--- src/rtl/mdio_pkg.sv ---
// Shared definitions for the MDIO PHY link monitor: FSM encoding, PHY register map,
// soft-reset word, speed codes and the vendor status decode.
package mdio_pkg;

    typedef enum logic [3:0] {
        S_IDLE,
        S_RST_ISSUE,
        S_RST_WAIT,
        S_HOLD,
        S_BMSR_ISSUE,
        S_BMSR_WAIT,
        S_STAT_ISSUE,
        S_STAT_WAIT,
        S_UPDATE
    } state_t;

    localparam logic [4:0]  BMCR_ADDR     = 5'h00;
    localparam logic [4:0]  BMSR_ADDR     = 5'h01;
    localparam logic [15:0] SOFT_RST_WORD = 16'h9140;

    localparam logic [1:0] SPD_10    = 2'b00;
    localparam logic [1:0] SPD_100   = 2'b01;
    localparam logic [1:0] SPD_1000  = 2'b10;
    localparam logic [1:0] SPD_UNRES = 2'b11;

    typedef struct packed {
        logic       link_up;
        logic [1:0] speed;
        logic       full_duplex;
    } link_t;

    // Bit 11 flags a resolved link; speed and duplex are meaningless until then.
    function automatic link_t decode_status(input logic [15:0] stat);
        link_t l;
        if (stat[11]) l = '{1'b1, stat[15:14], stat[13]};
        else          l = '{1'b0, SPD_UNRES, 1'b0};
        return l;
    endfunction

endpackage

--- src/rtl/mdio_tmr.sv ---
// Loadable down-counter that stops at zero; expired is high while the count is zero.
module mdio_tmr #(
    parameter int W = 32
) (
    input  logic         clk,
    input  logic         rst,
    input  logic         load,
    input  logic [W-1:0] load_val,
    output logic         expired
);

    logic [W-1:0] cnt;

    // NOTE: sequential state uses non-blocking assignment so every flop samples pre-edge values.
    always_ff @(posedge clk) begin
        if (rst)              cnt <= '0;
        else if (load)        cnt <= load_val;
        else if (cnt != '0)   cnt <= cnt - W'(1);
    end

    assign expired = (cnt == '0);

endmodule

--- src/rtl/mdio_link_mon.sv ---
// Periodically polls a PHY over an MDIO driver (BMSR, then vendor status) and
// resolves link/speed/duplex; also serves soft-reset requests between polls.
module mdio_link_mon
    import mdio_pkg::*;
#(
    parameter logic [31:0] POLL_CYCLES     = 32'd1_000_000,
    parameter logic [15:0] TIMEOUT_CYCLES  = 16'd4096,
    parameter logic [31:0] RST_HOLD_CYCLES = 32'd50_000,
    parameter logic [4:0]  STAT_REG        = 5'h11
) (
    input  logic        clk,
    input  logic        rst,
    input  logic        soft_rst_req,
    output logic        op_exec,
    output logic        op_rh_wl,
    output logic [4:0]  op_addr,
    output logic [15:0] op_wr_data,
    input  logic        op_done,
    input  logic [15:0] op_rd_data,
    input  logic        op_rd_ack,
    output logic        link_up,
    output logic [1:0]  speed_mode,
    output logic        full_duplex,
    output logic        status_valid,
    output logic        link_change,
    output logic        err_timeout,
    output logic        busy
);

    localparam logic [31:0] POLL_LOAD = POLL_CYCLES - 32'd1;
    localparam logic [31:0] TMO_LOAD  = 32'(TIMEOUT_CYCLES) - 32'd1;
    localparam logic [31:0] HOLD_LOAD = RST_HOLD_CYCLES - 32'd1;

    state_t      state;
    logic        rst_pend;
    logic [15:0] stat_q;
    logic        tmr_load;
    logic [31:0] tmr_val;
    logic        tmr_exp;
    link_t       nxt;

    wire rst_go   = rst_pend | soft_rst_req;
    wire done_ok  = op_done & ~op_rd_ack;
    wire done_nak = op_done &  op_rd_ack;

    assign nxt  = decode_status(stat_q);
    assign busy = (state != S_IDLE);

    // One timer serves poll interval, transaction timeout and reset hold-off; it is
    // reloaded on the edge that enters the phase it times.
    // NOTE: defaults first so every path assigns tmr_load/tmr_val and no latch is inferred.
    always_comb begin
        tmr_load = 1'b0;
        tmr_val  = TMO_LOAD;
        unique case (state)
            S_IDLE:     tmr_load = rst_go | tmr_exp;
            S_HOLD:     tmr_load = tmr_exp;
            S_RST_WAIT: begin
                tmr_load = op_done | tmr_exp;
                tmr_val  = HOLD_LOAD;
            end
            S_BMSR_WAIT: begin
                if (done_ok) begin
                    tmr_load = op_rd_data[2];
                end else begin
                    tmr_load = done_nak | tmr_exp;
                    tmr_val  = POLL_LOAD;
                end
            end
            S_STAT_WAIT: begin
                if (!done_ok) begin
                    tmr_load = done_nak | tmr_exp;
                    tmr_val  = POLL_LOAD;
                end
            end
            S_UPDATE: begin
                tmr_load = 1'b1;
                tmr_val  = POLL_LOAD;
            end
            default: ;
        endcase
    end

    mdio_tmr #(.W(32)) u_tmr (
        .clk      (clk),
        .rst      (rst),
        .load     (tmr_load),
        .load_val (tmr_val),
        .expired  (tmr_exp)
    );

    always_ff @(posedge clk) begin
        if (rst) begin
            state        <= S_IDLE;
            rst_pend     <= 1'b0;
            stat_q       <= '0;
            op_exec      <= 1'b0;
            op_rh_wl     <= 1'b0;
            op_addr      <= '0;
            op_wr_data   <= '0;
            link_up      <= 1'b0;
            speed_mode   <= SPD_UNRES;
            full_duplex  <= 1'b0;
            status_valid <= 1'b0;
            link_change  <= 1'b0;
            err_timeout  <= 1'b0;
        end else begin
            op_exec     <= 1'b0;
            link_change <= 1'b0;
            err_timeout <= 1'b0;
            if (soft_rst_req) rst_pend <= 1'b1;

            unique case (state)
                S_IDLE: begin
                    if (rst_go) begin
                        state        <= S_RST_ISSUE;
                        rst_pend     <= 1'b0;
                        status_valid <= 1'b0;
                        op_exec      <= 1'b1;
                        op_rh_wl     <= 1'b0;
                        op_addr      <= BMCR_ADDR;
                        op_wr_data   <= SOFT_RST_WORD;
                    end else if (tmr_exp) begin
                        state      <= S_BMSR_ISSUE;
                        op_exec    <= 1'b1;
                        op_rh_wl   <= 1'b1;
                        op_addr    <= BMSR_ADDR;
                        op_wr_data <= '0;
                    end
                end
                S_RST_ISSUE:  state <= S_RST_WAIT;
                S_BMSR_ISSUE: state <= S_BMSR_WAIT;
                S_STAT_ISSUE: state <= S_STAT_WAIT;
                S_RST_WAIT: begin
                    if (op_done) begin
                        state <= S_HOLD;
                    end else if (tmr_exp) begin
                        state       <= S_HOLD;
                        err_timeout <= 1'b1;
                    end
                end
                S_HOLD: begin
                    if (tmr_exp) begin
                        state      <= S_BMSR_ISSUE;
                        op_exec    <= 1'b1;
                        op_rh_wl   <= 1'b1;
                        op_addr    <= BMSR_ADDR;
                        op_wr_data <= '0;
                    end
                end
                S_BMSR_WAIT: begin
                    if (done_ok) begin
                        if (op_rd_data[2]) begin
                            state    <= S_STAT_ISSUE;
                            op_exec  <= 1'b1;
                            op_rh_wl <= 1'b1;
                            op_addr  <= STAT_REG;
                        end else begin
                            // Link down in BMSR: feed UPDATE an unresolved status word.
                            stat_q <= '0;
                            state  <= S_UPDATE;
                        end
                    end else if (done_nak) begin
                        status_valid <= 1'b0;
                        state        <= S_IDLE;
                    end else if (tmr_exp) begin
                        err_timeout  <= 1'b1;
                        status_valid <= 1'b0;
                        state        <= S_IDLE;
                    end
                end
                S_STAT_WAIT: begin
                    if (done_ok) begin
                        stat_q <= op_rd_data;
                        state  <= S_UPDATE;
                    end else if (done_nak) begin
                        status_valid <= 1'b0;
                        state        <= S_IDLE;
                    end else if (tmr_exp) begin
                        err_timeout  <= 1'b1;
                        status_valid <= 1'b0;
                        state        <= S_IDLE;
                    end
                end
                S_UPDATE: begin
                    link_up      <= nxt.link_up;
                    speed_mode   <= nxt.speed;
                    full_duplex  <= nxt.full_duplex;
                    status_valid <= 1'b1;
                    link_change  <= (nxt.link_up != link_up) || (nxt.speed != speed_mode)
                                    || (nxt.full_duplex != full_duplex);
                    state        <= S_IDLE;
                end
                default: state <= S_IDLE;
            endcase
        end
    end

endmodule

--- config.mk ---
export PLATFORM = sky130hd
export DESIGN_NAME = mdio_link_mon
export DESIGN_NICKNAME = d
export VERILOG_FILES = /design/src/rtl/mdio_pkg.sv /design/src/rtl/mdio_tmr.sv /design/src/rtl/mdio_link_mon.sv
export SDC_FILE = /design/constraint.sdc
export NUM_CORES = 1
export LEC_CHECK = 0
export ABC_AREA = 0
export BUFFER_PORTS_ARGS = -buffer_cell sky130_fd_sc_hd__buf_2
export CAP_MARGIN = 0
export CORE_MARGIN = 8
export CORE_UTILIZATION = 50
export DETAILED_ROUTE_END_ITERATION = 8
export HOLD_SLACK_MARGIN = 0.12
export MAX_ROUTING_LAYER = met4
export PLACE_DENSITY = 0.75
export RECOVER_POWER = 100
export SYNTH_ARGS = -nofsm -noshare
export SYNTH_HDL_FRONTEND = slang
export SYNTH_HIERARCHICAL = 1
export SYNTH_SLANG_ARGS = --single-unit
--- constraint.sdc ---
create_clock -name clk -period 4.4 [get_ports clk]
set_input_delay 0.88 -clock clk [delete_from_list [all_inputs] [get_ports clk]]
set_output_delay 0.88 -clock clk [all_outputs]
set_load 0.005 [all_outputs]
## Word-level counts from Yosys, hierarchy flattened

Cells that the tools add are included.

- Bits in registers: 83
- Input bits: 21
- Output and inout port bits: 31
- Logic and storage cells: 110

- Add/sub/neg operators: 1
- Eq/ne operators: 19
- Muxes and demuxes: 52
- Bitwise gates (word level): 8
- Reduce and logical (&&, ||, !) cells: 16

Operators by type and width:

| cell | count |
|---|---|
| 2-to-1 mux 16 bit | 5 |
| 2-to-1 mux 32 bit | 2 |
| one-hot mux 16 bit (2 select lines) | 2 |
| one-hot mux 20 bit (3 select lines) | 1 |
| 2-to-1 mux 4 bit | 10 |
| logical NOT 32 bit | 1 |
| one-hot mux 4 bit (8 select lines) | 1 |
| nonzero test 32 bit | 1 |
| subtractor 32 x 1 -> 32 bit, second input constant | 1 |
| 2-to-1 mux 1 bit | 20 |
| 2-to-1 mux 20 bit | 1 |
| 2-to-1 mux 5 bit | 4 |
| == test 4 x 3 -> 1 bit, second input constant | 4 |
| one-hot mux 5 bit (3 select lines) | 1 |
| != test 2 bit, second input constant | 6 |
| one-hot mux 1 bit (3 select lines) | 3 |
| == test 4 x 2 -> 1 bit, second input constant | 2 |
| AND reduction 4 bit | 2 |
| one-hot mux 1 bit (6 select lines) | 1 |
| nonzero test 2 bit | 3 |
| nonzero test 3 bit | 2 |
| == test 4 x 1 -> 1 bit, second input constant | 1 |
| == test 4 bit, second input constant | 1 |
| logical NOT 4 bit | 1 |
| other kinds (12) | 20 |

## Depth between registers and ports, before layout

- Word-level depth: 5
- Gate-level depth with buffers: 17
- Mapped depth without buffers: 15

## Cells and area by module

The synthesis kept the hierarchy.

Modules (own cells, without submodules):

| module | instances | cells each | area an instance (sq um) | seq. area each (sq um) |
|---|---|---|---|---|
| mdio_tmr | 1 | 213 | 1825.5 | 640.6 |
| mdio_link_mon | 1 | 181 | 1630.3 | 780.7 |

## Worst setup path after synthesis

Ideal clock, no wire load.

- Kind: reg-to-reg
- Start: register u_tmr.cnt[0]
- End: register u_tmr.cnt[10]
- Library setup time: 0.067 ns
- Arrival: 3.646 ns
- Required time: 4.333 ns
- Setup slack: 0.687 ns
- Stages on the path, launching flop included: 17
- Path buffers: 3
- Period minus slack after synthesis: 3.713 ns
- Cell sequence: dfxtp_1 inv_1 ha_1 or4b_2 nor3_2 nand3_2 clkinv_2 nor3b_2 o21ai_2 and3_1 o21ai_1 clkbuf_1 nor2b_1 clkbuf_1 clkbuf_1 nand2_1 o21ai_2

- Longest elaborated chain between the ends: 5
- Elaborated cells between the ends (all ways): 12
- Those cells by class: add/sub (1); mux (5); bitwise (3); reduce/logical (3)

RTL lines:

| element | line | text |
|---|---|---|
| start: declaration | mdio_tmr.sv:12 | `logic [W-1:0] cnt;` |
| start signal: assignment | mdio_tmr.sv:17 | `else if (load) cnt <= load_val;` |
| start signal: assignment | mdio_tmr.sv:18 | `else if (cnt != '0) cnt <= cnt - W'(1);` |
| logical NOT 32 bit * | mdio_tmr.sv:21 | `assign expired = (cnt == '0);` |
| via tmr_exp | mdio_link_mon.sv:39 | `logic tmr_exp;` |
| bitwise OR 1 bit | mdio_link_mon.sv:66, mdio_link_mon.sv:72 |  |
| 2-to-1 mux 1 bit, on equally long branches | mdio_link_mon.sv:71, mdio_link_mon.sv:63 |  |
| one-hot mux 1 bit (6 select lines) * | mdio_link_mon.sv:55 | `unique case (state)` |
| via tmr_load | mdio_link_mon.sv:37 | `logic tmr_load;` |
| 2-to-1 mux 32 bit or nonzero test 2 bit (tied branches) | -- |  |

The timed path passes the listed nets; every way through them passes the cells marked *. The select of a mux whose other input is x is not followed.
A chain may end at the register's enable or synchronous reset.

## Worst setup path in the final report

- Start: register u_tmr.cnt[0]
- End: register u_tmr.cnt[7]

Same word-level chain as after synthesis.

==> metrics <==
status=complete, but fails checks; violated checks=capacitance limit, slew limit; Worst slew margin=-6.63%; Critical Path AT=3.99 ns; DRC viols=0; diode count=0; initial antenna violation count=0; NumNets Final=476; vias=2927; hold_buf cts=0; H-tree Lvls=3; drt total wl=around 7.4 mm; Die W=99.1 um; Cell Area, Synth=3460 um^2; cts bufs inserted=9; final worst setup slack=0.690 ns; Peak Freq=270 MHz; Worst-Margin Slew=roughly 1.6 ns; average cell area after synthesis=8.77 um^2; wire per inst=13.6 um; Reg clk slew, reported paths=0.08 ns; vias in the first global route=between 2000 and 3000; worst min path class=flop to flop; global placement routability congestion=~0.8; kind of cell adding the most delay to the critical path=simple AND/OR/NAND/NOR gates; Synth async-reset ratio=0%; post-synth cell types=between 50 and 60; leading post-synthesis cells by cell area=dfxtp_1, xnor2_1, nand2_1, nor2_1, a21oi_1; # resized after CTS=0; buffers added on ports=40; Die Y=slightly below 100 um; Ports=52; share of cells above drive strength 1=12.2%; Detail Placement HPWL=between 5 and 6 mm; die area=a little under 10000 um^2; final setup fails=0; Syn Inst Count=394; DRT iter0 DRCs=~240; sequential-to-total area share from yosys stat=41.1%; Filler Cell Count=653; synth warn=6; pre-CTS setup slack=0.998 ns; maximum VDD drop=287 uV; RSZ-0062 raised after global routing=no; CTS tree=done; Skew-Pair Late Insertion Delay=0.35 ns; CP Class=flop to flop; hold_ws=0.430 ns; Design Power=1.76 mW; clock sink count=71; post-CTS setup buffers=0; Multi-input gate area=1870 um^2; Antenna Nets Post-Route=0; CTS root buffer=clkbuf_8; Leak=roughly 1.6 nW; Final Util=57.7%; Placeable Area=around 6800 um^2; initial core utilization=approximately 50%; period utilization=84.3%; CP cell instances=inv_1 -> ha_1 -> or4b_2 -> nor3_1 -> buf_4 -> nand3_2 -> clkinv_2 -> nor3b_2 -> o21ai_0 -> and3_1 -> o21ai_1 -> buf_4 -> nor2b_1 -> buf_4 -> nand2_1 -> o21ai_2; setup TNS=0 ns; Required @ worst endpoint=4.68 ns; #FFs+latches synth=71; Clock Skew=0.00634 ns; EDFF count, synth=0; first-pass GRT wire length=13.1 mm; slowest stage delay, CP=0.68 ns; Total Routing Usage GR=approximately 17%; area grow syn2layout=12.8%; final hold viol count=0; Final Max Tran Viols=39; startpoint types=flop; register area=1420 um^2; pin count of the biggest net entering global routing=39; ys flop type=dfxtp_1; detailed-route vias per instance=5.43; area fraction of the dominant cell type after synthesis=41.1%; post-layout min period=3.71 ns; PD cells=about 450 nW/um^2; cell repeated most along the worst path=buf_4; total grt overflow=0; CP Buf/Inv Count=5; 1st-pass router iterations=4; crit end category=flop; Rows=30; Crit Path Max Fanout=17; Yosys top cell by area=dfxtp_1; clock tree buffer depth=2; CP max-delay cell=or4b_2; max cap viols=1
-- Yosys cell counts (4+ instances only) --
master	count
o21ai_0	13
buf_2	4
nand4_1	5
or4_1	8
clkbuf_1	9
and2_1	14
o211a_1	7
xnor2_1	16
nor4_1	9
o21ai_2	11
nor3_1	5
xor2_1	11
dfxtp_1	71
nand2b_1	13
a21oi_1	23
a211oi_1	4
nand4b_1	6
inv_1	15
nor2b_1	6
or3_1	6
nand2_1	36
nand3_1	12
nor2_1	34
o21ai_1	9
-- metal layers --
| layer | wire (um) | global-route usage, % | part of all wire, % |
|---|---|---|---|
| met1 | 3350 | 18.9 | 46 |
| met5 | 0 | - | 0 |
| met3 | 314 | 5.10 | 4.3 |
| met4 | 75 | 5.59 | 1.0 |
| met2 | 3610 | 27.2 | 49 |
-- per-stage QoR --
stage,instances,instance area (um^2)
finish,539,3900
global route,539,3900
CTS,539,3990
detailed placement,523,3790
global placement,523,3790
floorplan,411,3520
-- worst paths after layout --
path	from	to	slack, ns	cells after the start
min reg2reg	op_addr[2]	op_addr[2]	0.43	2
max	u_tmr/cnt[0]	u_tmr/cnt[7]	0.69	16
max reg2reg	u_tmr/cnt[0]	u_tmr/cnt[7]	0.69	16
min	op_addr[2]	op_addr[2]	0.43	2
-- cell families after synthesis --
| group | count (synthesis) | share of synthesized area (%) |
|---|---|---|
| AOI/OAI and AO/OA | 82 | 16.6 |
| DFF | 71 | 41.1 |
| muxes | 3 | 0.905 |
| xor gates and xnor gates | 27 | 6.84 |
| and+or+nand+nor | 173 | 29.0 |
| adders and majority gates | 1 | 0.362 |
| other | 2 | 0.217 |
| buffers and inverters | 35 | 5.00 |
-- registers in the layout (all words and copies together), names as in the netlist --
| register | cells |
|---|---|
| u_tmr/cnt | 32 |
| op_wr_data | 16 |
| op_addr | 5 |
| stat_q | 4 |
| state | 4 |
| speed_mode | 2 |
| err_timeout | 1 |
| full_duplex | 1 |
| link_change | 1 |
| link_up | 1 |
| op_exec | 1 |
| op_rh_wl | 1 |
| rst_pend | 1 |
| status_valid | 1 |
-- cells in the final DEF, fill, tap and decap left out, types with 15 or more instances in the layout --
master,Yosys,final
buf_2,4,16
nand2_1,36,36
nor2_1,34,34
inv_1,15,15
o21ai_0,13,24
a21oi_1,23,23
dfxtp_1,71,71
conb_1,2,19
xnor2_1,16,16
clkbuf_1,9,26
-- report_power, final --
part / internal [mW] / switching (mW)
Sequential: 0.710 / 0.0728
Combinational: 0.179 / 0.255
Clock: 0.270 / 0.273
Total: 1.16 / 0.601
-- tightest hold or removal path: stages (launching register included) --
cell and delay [ns]:
dfxtp_1 0.32, inv_1 0.04, nor2_1 0.03
-- area by class of cell --
class                           instances  area share, %
Sequential cell                        71           36.5
Clock buffer                            9           3.18
Timing Repair Buffer                   50           6.04
Clock inverter                          7           2.02
Tap cell                               80           2.57
Inverter                               17           1.67
Multi-Input combinational cell        305           48.1
(Power assumes the default switching activity.)
